==> config.mk <==
export PLATFORM = sky130hd
export DESIGN_NAME = rs_ssc_corrector
export DESIGN_NICKNAME = d
export VERILOG_FILES = /design/src/rtl/rs_ssc_corrector.sv
export SDC_FILE = /design/constraint.sdc
export NUM_CORES = 1
export LEC_CHECK = 0
export CORE_ASPECT_RATIO = 0.5
export CORE_MARGIN = 2
export CORE_UTILIZATION = 52
export CTS_CLUSTER_DIAMETER = 50
export DETAILED_ROUTE_END_ITERATION = 6
export GPL_TIMING_DRIVEN = 0
export PLACE_DENSITY = 0.88
export SYNTH_ARGS = -nofsm -noshare
export SYNTH_HDL_FRONTEND = slang
export SYNTH_SLANG_ARGS = --single-unit
==> constraint.sdc <==
create_clock -name clk -period 5.65 [get_ports clk]
set_input_delay 1.13 -clock clk [delete_from_list [all_inputs] [get_ports clk]]
set_output_delay 1.13 -clock clk [all_outputs]
set_load 0.02 [all_outputs]
==> src/rtl/rs_ssc_corrector.sv <==
// Single-symbol-correcting decoder for the 80-bit RS(10,8) chipkill word over GF(2^8)/0x11D.
// Optional error counters are compiled in with `define ECC_ERR_CNT_EN.
module rs_ssc_corrector (
  input  logic        clk,
  input  logic        rst_n,
  input  logic        in_valid,
  output logic        in_ready,
  input  logic [79:0] codeword_in,
  input  logic [15:0] syndrome_in,
  output logic        out_valid,
  input  logic        out_ready,
  output logic [63:0] data_out,
  output logic [1:0]  status_out,
  output logic [3:0]  err_pos_out
`ifdef ECC_ERR_CNT_EN
  ,
  input  logic        cnt_clr,
  output logic [15:0] ce_cnt,
  output logic [15:0] due_cnt
`endif
);

  typedef enum logic [1:0] {
    IDLE   = 2'd0,
    SEARCH = 2'd1,
    OUT    = 2'd2
  } state_t;

  localparam logic [1:0] ST_OK  = 2'b00;
  localparam logic [1:0] ST_CE  = 2'b01;
  localparam logic [1:0] ST_DUE = 2'b10;
  localparam logic [3:0] POS_NONE = 4'd15;

  state_t      state_q, state_d;
  logic [2:0]  j_q, j_d;
  logic [7:0]  t_q, t_d;
  logic [7:0]  s0_q, s0_d;
  logic [7:0]  s1_q, s1_d;
  logic [63:0] data_q, data_d;
  logic [1:0]  status_q, status_d;
  logic [3:0]  err_pos_q, err_pos_d;

  // Multiply by alpha in GF(2^8) with primitive polynomial 0x11D.
  function automatic logic [7:0] mul_alpha(input logic [7:0] a);
    return {a[6:0], 1'b0} ^ (a[7] ? 8'h1D : 8'h00);
  endfunction

  always_comb begin
    state_d   = state_q;
    j_d       = j_q;
    t_d       = t_q;
    s0_d      = s0_q;
    s1_d      = s1_q;
    data_d    = data_q;
    status_d  = status_q;
    err_pos_d = err_pos_q;
    case (state_q)
      IDLE: begin
        if (in_valid) begin
          data_d    = codeword_in[79:16];
          s0_d      = syndrome_in[15:8];
          s1_d      = syndrome_in[7:0];
          j_d       = 3'd0;
          t_d       = syndrome_in[15:8];
          status_d  = ST_CE;
          err_pos_d = POS_NONE;
          state_d   = OUT;
          if (syndrome_in[15:8] == 8'h00 && syndrome_in[7:0] == 8'h00) begin
            status_d = ST_OK;
          end else if (syndrome_in[7:0] == 8'h00) begin
            err_pos_d = 4'd8;
          end else if (syndrome_in[15:8] == 8'h00) begin
            err_pos_d = 4'd9;
          end else begin
            state_d = SEARCH;
          end
        end
      end
      SEARCH: begin
        // T tracks S0*alpha^j; a match means error value S0 sits in data symbol j.
        if (t_q == s1_q) begin
          for (int i = 0; i < 8; i++) begin
            if (3'(i) == j_q) begin
              data_d[8*(7-i) +: 8] = data_q[8*(7-i) +: 8] ^ s0_q;
            end
          end
          status_d  = ST_CE;
          err_pos_d = {1'b0, j_q};
          state_d   = OUT;
        end else if (j_q == 3'd7) begin
          status_d  = ST_DUE;
          err_pos_d = POS_NONE;
          state_d   = OUT;
        end else begin
          j_d = j_q + 3'd1;
          t_d = mul_alpha(t_q);
        end
      end
      OUT: begin
        if (out_ready) begin
          state_d = IDLE;
        end
      end
      default: state_d = IDLE;
    endcase
  end

  always_ff @(posedge clk or negedge rst_n) begin
    if (!rst_n) begin
      state_q   <= IDLE;
      j_q       <= 3'd0;
      t_q       <= 8'h00;
      s0_q      <= 8'h00;
      s1_q      <= 8'h00;
      data_q    <= 64'h0;
      status_q  <= ST_OK;
      err_pos_q <= POS_NONE;
    end else begin
      state_q   <= state_d;
      j_q       <= j_d;
      t_q       <= t_d;
      s0_q      <= s0_d;
      s1_q      <= s1_d;
      data_q    <= data_d;
      status_q  <= status_d;
      err_pos_q <= err_pos_d;
    end
  end

  assign in_ready    = (state_q == IDLE);
  assign out_valid   = (state_q == OUT);
  assign data_out    = data_q;
  assign status_out  = status_q;
  assign err_pos_out = err_pos_q;

`ifdef ECC_ERR_CNT_EN
  logic [15:0] ce_q, ce_d;
  logic [15:0] due_q, due_d;
  logic        take;

  assign take = (state_q == OUT) && out_ready;

  always_comb begin
    ce_d  = ce_q;
    due_d = due_q;
    if (cnt_clr) begin
      ce_d  = 16'h0;
      due_d = 16'h0;
    end else if (take) begin
      if (status_q == ST_CE && ce_q != 16'hFFFF) ce_d = ce_q + 16'd1;
      if (status_q == ST_DUE && due_q != 16'hFFFF) due_d = due_q + 16'd1;
    end
  end

  always_ff @(posedge clk or negedge rst_n) begin
    if (!rst_n) begin
      ce_q  <= 16'h0;
      due_q <= 16'h0;
    end else begin
      ce_q  <= ce_d;
      due_q <= due_d;
    end
  end

  assign ce_cnt  = ce_q;
  assign due_cnt = due_q;
`endif

endmodule
==> metrics.md <==
| Metric | Value |
|---|---|
| Combinational power share | 0.554 |
| Most frequent CP cell | clkbuf_1 |
| Post-Route WL | between 20 and 25 mm |
| Crit path to | s0_q[2] |
| Max Slew Vio Count | 0 |
| Dominant cell type by area after synthesis | dfrtp_1 |
| Finished Layout Cells | 950 |
| GRT overflow | 0 |
| Outcome | complete, no violations |
| Clock latency on the worst-skew pair | roughly 0.36 ns |
| Initial DRC count | 727 |
| Mapped Cells | approximately 630 |
| Maxcap violations | 0 |
| P_sw | about 2.1 mW |
| Clock Sinks | 99 |
| H-tree depth | 3 |
| FF-to-FF setup slack | roughly 3.3 ns |
| Initial antenna violation count | 0 |
| Cell row count | 27 |
| Reg2reg start | state_q[0] |
| Delay of the slowest critical-path stage | roughly 0.6 ns |
| Post-route cell area | 7900 um^2 |
| Multi-input gate area | just over 3000 um^2 |
| Clock power share | 0.139 |
| Post-synth EDFFs | 0 |
| RSZ-0062 raised after global routing | false |
| Worst-Margin Slew | around 1 ns |
| Seq pwr share | 0.306 |
| CP Buf/Inv Count | 5 |
| Vias | 6187 |
| Syn. warnings | 0 |
| Minimum clock period | approximately 3.2 ns |
| P&R area growth vs syn | 35.3% |
| CTS max path bufs | 2 |
| Worst path required time | roughly 6 ns |
| CTS tree | yes |
| TritonCTS buffer count | 9 |
| Final nets | between 900 and 1000 |
| Overall global routing resource usage | 0.344 |
| Drt pass-1 iters | 6 |
| Static leakage | approximately 3.4 nW |
| Hold Path Class | register to register |
| Critical path depth | 8 |
| Die ar. | approximately 12000 um^2 |
| Multiplexer share of the synthesized area | 0.0193 |
| DR vias/cell | between 6 and 7 |
| WL per Instance | ~22 um |
| Startpoint types | input pin |
| P per Cell Area | ~580 nW/um^2 |
| Worst Setup SP | in_valid |
| Simple-Gate Fraction of Synth Area | 0.246 |
| Seq/Total Area, Yosys | 0.425 |
| Hold path depth | 2 |
| Share of cells above drive strength 1 | 0.102 |
| Die H | slightly below 80 um |
| CP top delay family | buffers and inverters |
| Final Hold Vio Count | 0 |
| Final worst clock skew | approximately 0.0083 ns |
| Core area | 11000 um^2 |
| Post-CTS sizing | 0 |
| Xor and xnor area share after synthesis | 0.0178 |
| Top cell type's share of synthesized area | 0.407 |
| First-pass GRT wire length | 32.1 mm |
| Setup Viol. Count Final | 0 |
| Final worst-path cycle share | 0.558 |
| Detail Route Antenna Nets | 0 |
| Initial Utilization | 0.532 |
| Ranking of synthesized cells by area | dfrtp_1 (41%), nand2_1 (8.5%), nor2_1 (3.7%) |
| Yosys reg bits | 99 |
| Critical path type | input pin to register |
| Crit path max fanout | 10 |
| Hold slack | approximately 0.50 ns |
| CTS Hold Bufs | 0 |
| Vias in the first global route | about 6300 |
| Combinational family with the most area after synthesis | simple AND/OR/NAND/NOR gates |
| Post-place instance area | 7600 um^2 |
| Synth Net Count | 742 |
| # Post-CTS Setup Buffers | 0 |
| Internal power | between 2 and 2.5 mW |
| Root Buffer | clkbuf_16 |
| Post-DP HPWL | around 15 mm |
| Area taken by flip-flops and latches | ~2500 um^2 |
| Mean post-synth cell area | between 9 and 10 um^2 |
| Element type at the critical path end | register |
| Remaining DRCs | 0 |
| Area share of fa/ha/maj cells after synthesis | 0.0193 |
| Critical-path top delay cell | clkbuf_1 |
| ANT cells | 0 |
| Max_slew headroom | 0.329 |
| R2R depth | 7 |
| FFs w/ async S/R, synth | 1.00 |
| Crit path DAT | 3.45 ns |
| Ports | between 150 and 200 |
| DP Cell Count | ~930 |
| Sw frac | 0.460 |
| Distinct cells, synth | 56 |
| Die width | between 150 and 200 um |
| Worst-path clk slew | about 0.07 ns |
| Compound-Gate Fraction of Synth Area | 0.217 |
| Post-Route Utilization | 0.720 |
| Largest net degree at the start of global routing | 66 |
| Port bufs | around 160 |
| Max rail drop VDD | roughly 0.28 mV |
| Max Freq | between 300 and 400 MHz |
| FF-to-FF End | s0_q[2] |
| Critical path cell sequence | clkdlybuf4s50_1 > inv_1 > or3_1 > clkbuf_1 > clkbuf_1 > clkbuf_1 > nand2_1 > nand2_1 |
| Synth Flop Type | dfrtp_1 |
| Mapped Area | 5840 um^2 |
| Fill count | 806 |
| Placer Congestion | between 0.9 and 1 |
-- kinds of logic after synthesis --
family / count (synthesis)
AO/OA/AOI/OAI: 156
XOR/XNOR: 11
AND/OR/NAND/NOR: 283
multiplexers: 11
adder cells (fa/ha/maj): 9
buffers and inverters: 64
flip-flops: 99
-- Yosys cell counts (4+ instances only) --
cell / number
o31ai_1: 4
and3_1: 10
buf_2: 19
clkbuf_1: 26
nor3b_1: 9
o22ai_2: 7
a41o_1: 8
nor4b_1: 16
mux2i_1: 9
dfrtp_1: 95
a22oi_1: 6
a211o_1: 16
nand4b_1: 8
a21oi_1: 13
o221ai_1: 8
xor2_1: 7
o221a_2: 16
nand2_1: 132
inv_1: 8
o21ai_0: 10
nor4_1: 8
o211ai_1: 8
a41oi_1: 10
o21bai_1: 24
or3_1: 8
nand4_1: 8
nor3_1: 5
ha_1: 9
nand2b_1: 4
a31oi_1: 9
dfstp_2: 4
nor2_1: 57
o22ai_1: 8
and4_1: 9
-- worst reg2reg max path: stages, from the launching register on --
cell      delay [ns]
dfrtp_1         0.40
buf_2           0.24
or3_1           0.14
clkbuf_1        0.23
clkbuf_1        0.60
clkbuf_1        0.47
nand2_1         0.12
nand2_1         0.08
-- how the worst min path moves through the flow --
stage | startpoint | end | slack [ns]
floorplan | s1_q[0] | s1_q[0] | 0.47
global placement | s1_q[1] | s1_q[1] | 0.48
detailed placement | s1_q[1] | s1_q[1] | 0.48
CTS | s1_q[1] | s1_q[1] | 0.50
global route | s1_q[1] | s1_q[1] | 0.51
finish | s1_q[1] | s1_q[1] | 0.50
-- per-layer routing --
| metal | GRT usage | vias up | routed length [um] |
|---|---|---|---|
| met5 | 0 | - | 0 |
| met4 | 0.153 | 0 | 774 |
| met3 | 0.118 | 90 | 2680 |
| met2 | 0.571 | 447 | 9530 |
| met1 | 0.412 | 2993 | 7650 |
| li1 | - | 2657 | - |
-- state kept, by name (all words and copies together), names as in the netlist --
register     cells
data_out        64
err_pos_out      4
j_q              3
s0_q             8
s1_q             8
state_q          2
status_out       2
t_q              8
-- through the flow --
step	power, mW	setup slack [ns]	setup TNS [ns]
floorplan	2.84	3.34	0
global placement	3.79	-0.359	-33.31
detailed placement	3.89	2.28	0
CTS	4.53	2.59	0
global route	4.81	2.39	0
finish	4.59	2.50	0
-- power by group through the flow --
stage | Clock (mW) | Sequential (mW) | Combinational (mW)
2_1_floorplan | 0 | 1.55 | 1.29
3_3_place_gp | 0 | 1.37 | 2.41
3_5_place_dp | 0 | 1.39 | 2.50
4_1_cts | 0.633 | 1.38 | 2.51
5_1_grt | 0.663 | 1.43 | 2.72
6_report | 0.640 | 1.41 | 2.54
-- layout by cell type (no fill, tap or decap), types with 5 or more instances in the layout --
cell             instances
nor3b_1                  9
clkbuf_1                26
o21bai_1                24
nor3_1                   5
dfrtp_1                 95
o22ai_2                  7
a41oi_1                 10
and4_1                   9
inv_1                    8
nand4_1                  8
o221a_2                 16
o22ai_1                  8
o211ai_1                 8
ha_1                     9
nor4b_1                 16
a21oi_1                 13
xor2_1                   7
o21ai_0                 10
a22oi_1                  6
o221ai_1                 8
nand2_1                132
or3_1                    8
buf_2                   19
and3_1                  10
nand4b_1                 8
a41o_1                   8
nor4_1                   8
clkdlybuf4s50_1        154
a211o_1                 16
a31oi_1                  9
mux2i_1                  9
nor2_1                  57
clkbuf_16                9
-- cell type report --
cell class / instances / area share
plain buffers: 56 / 0.0372
clock buffers: 10 / 0.0303
clock inverters: 6 / 0.00824
inverters: 8 / 0.00380
multi-input cells: 470 / 0.384
flip-flops and latches: 99 / 0.314
well taps: 145 / 0.0230
repair buffers: 156 / 0.200
(Power assumes the default switching activity.)
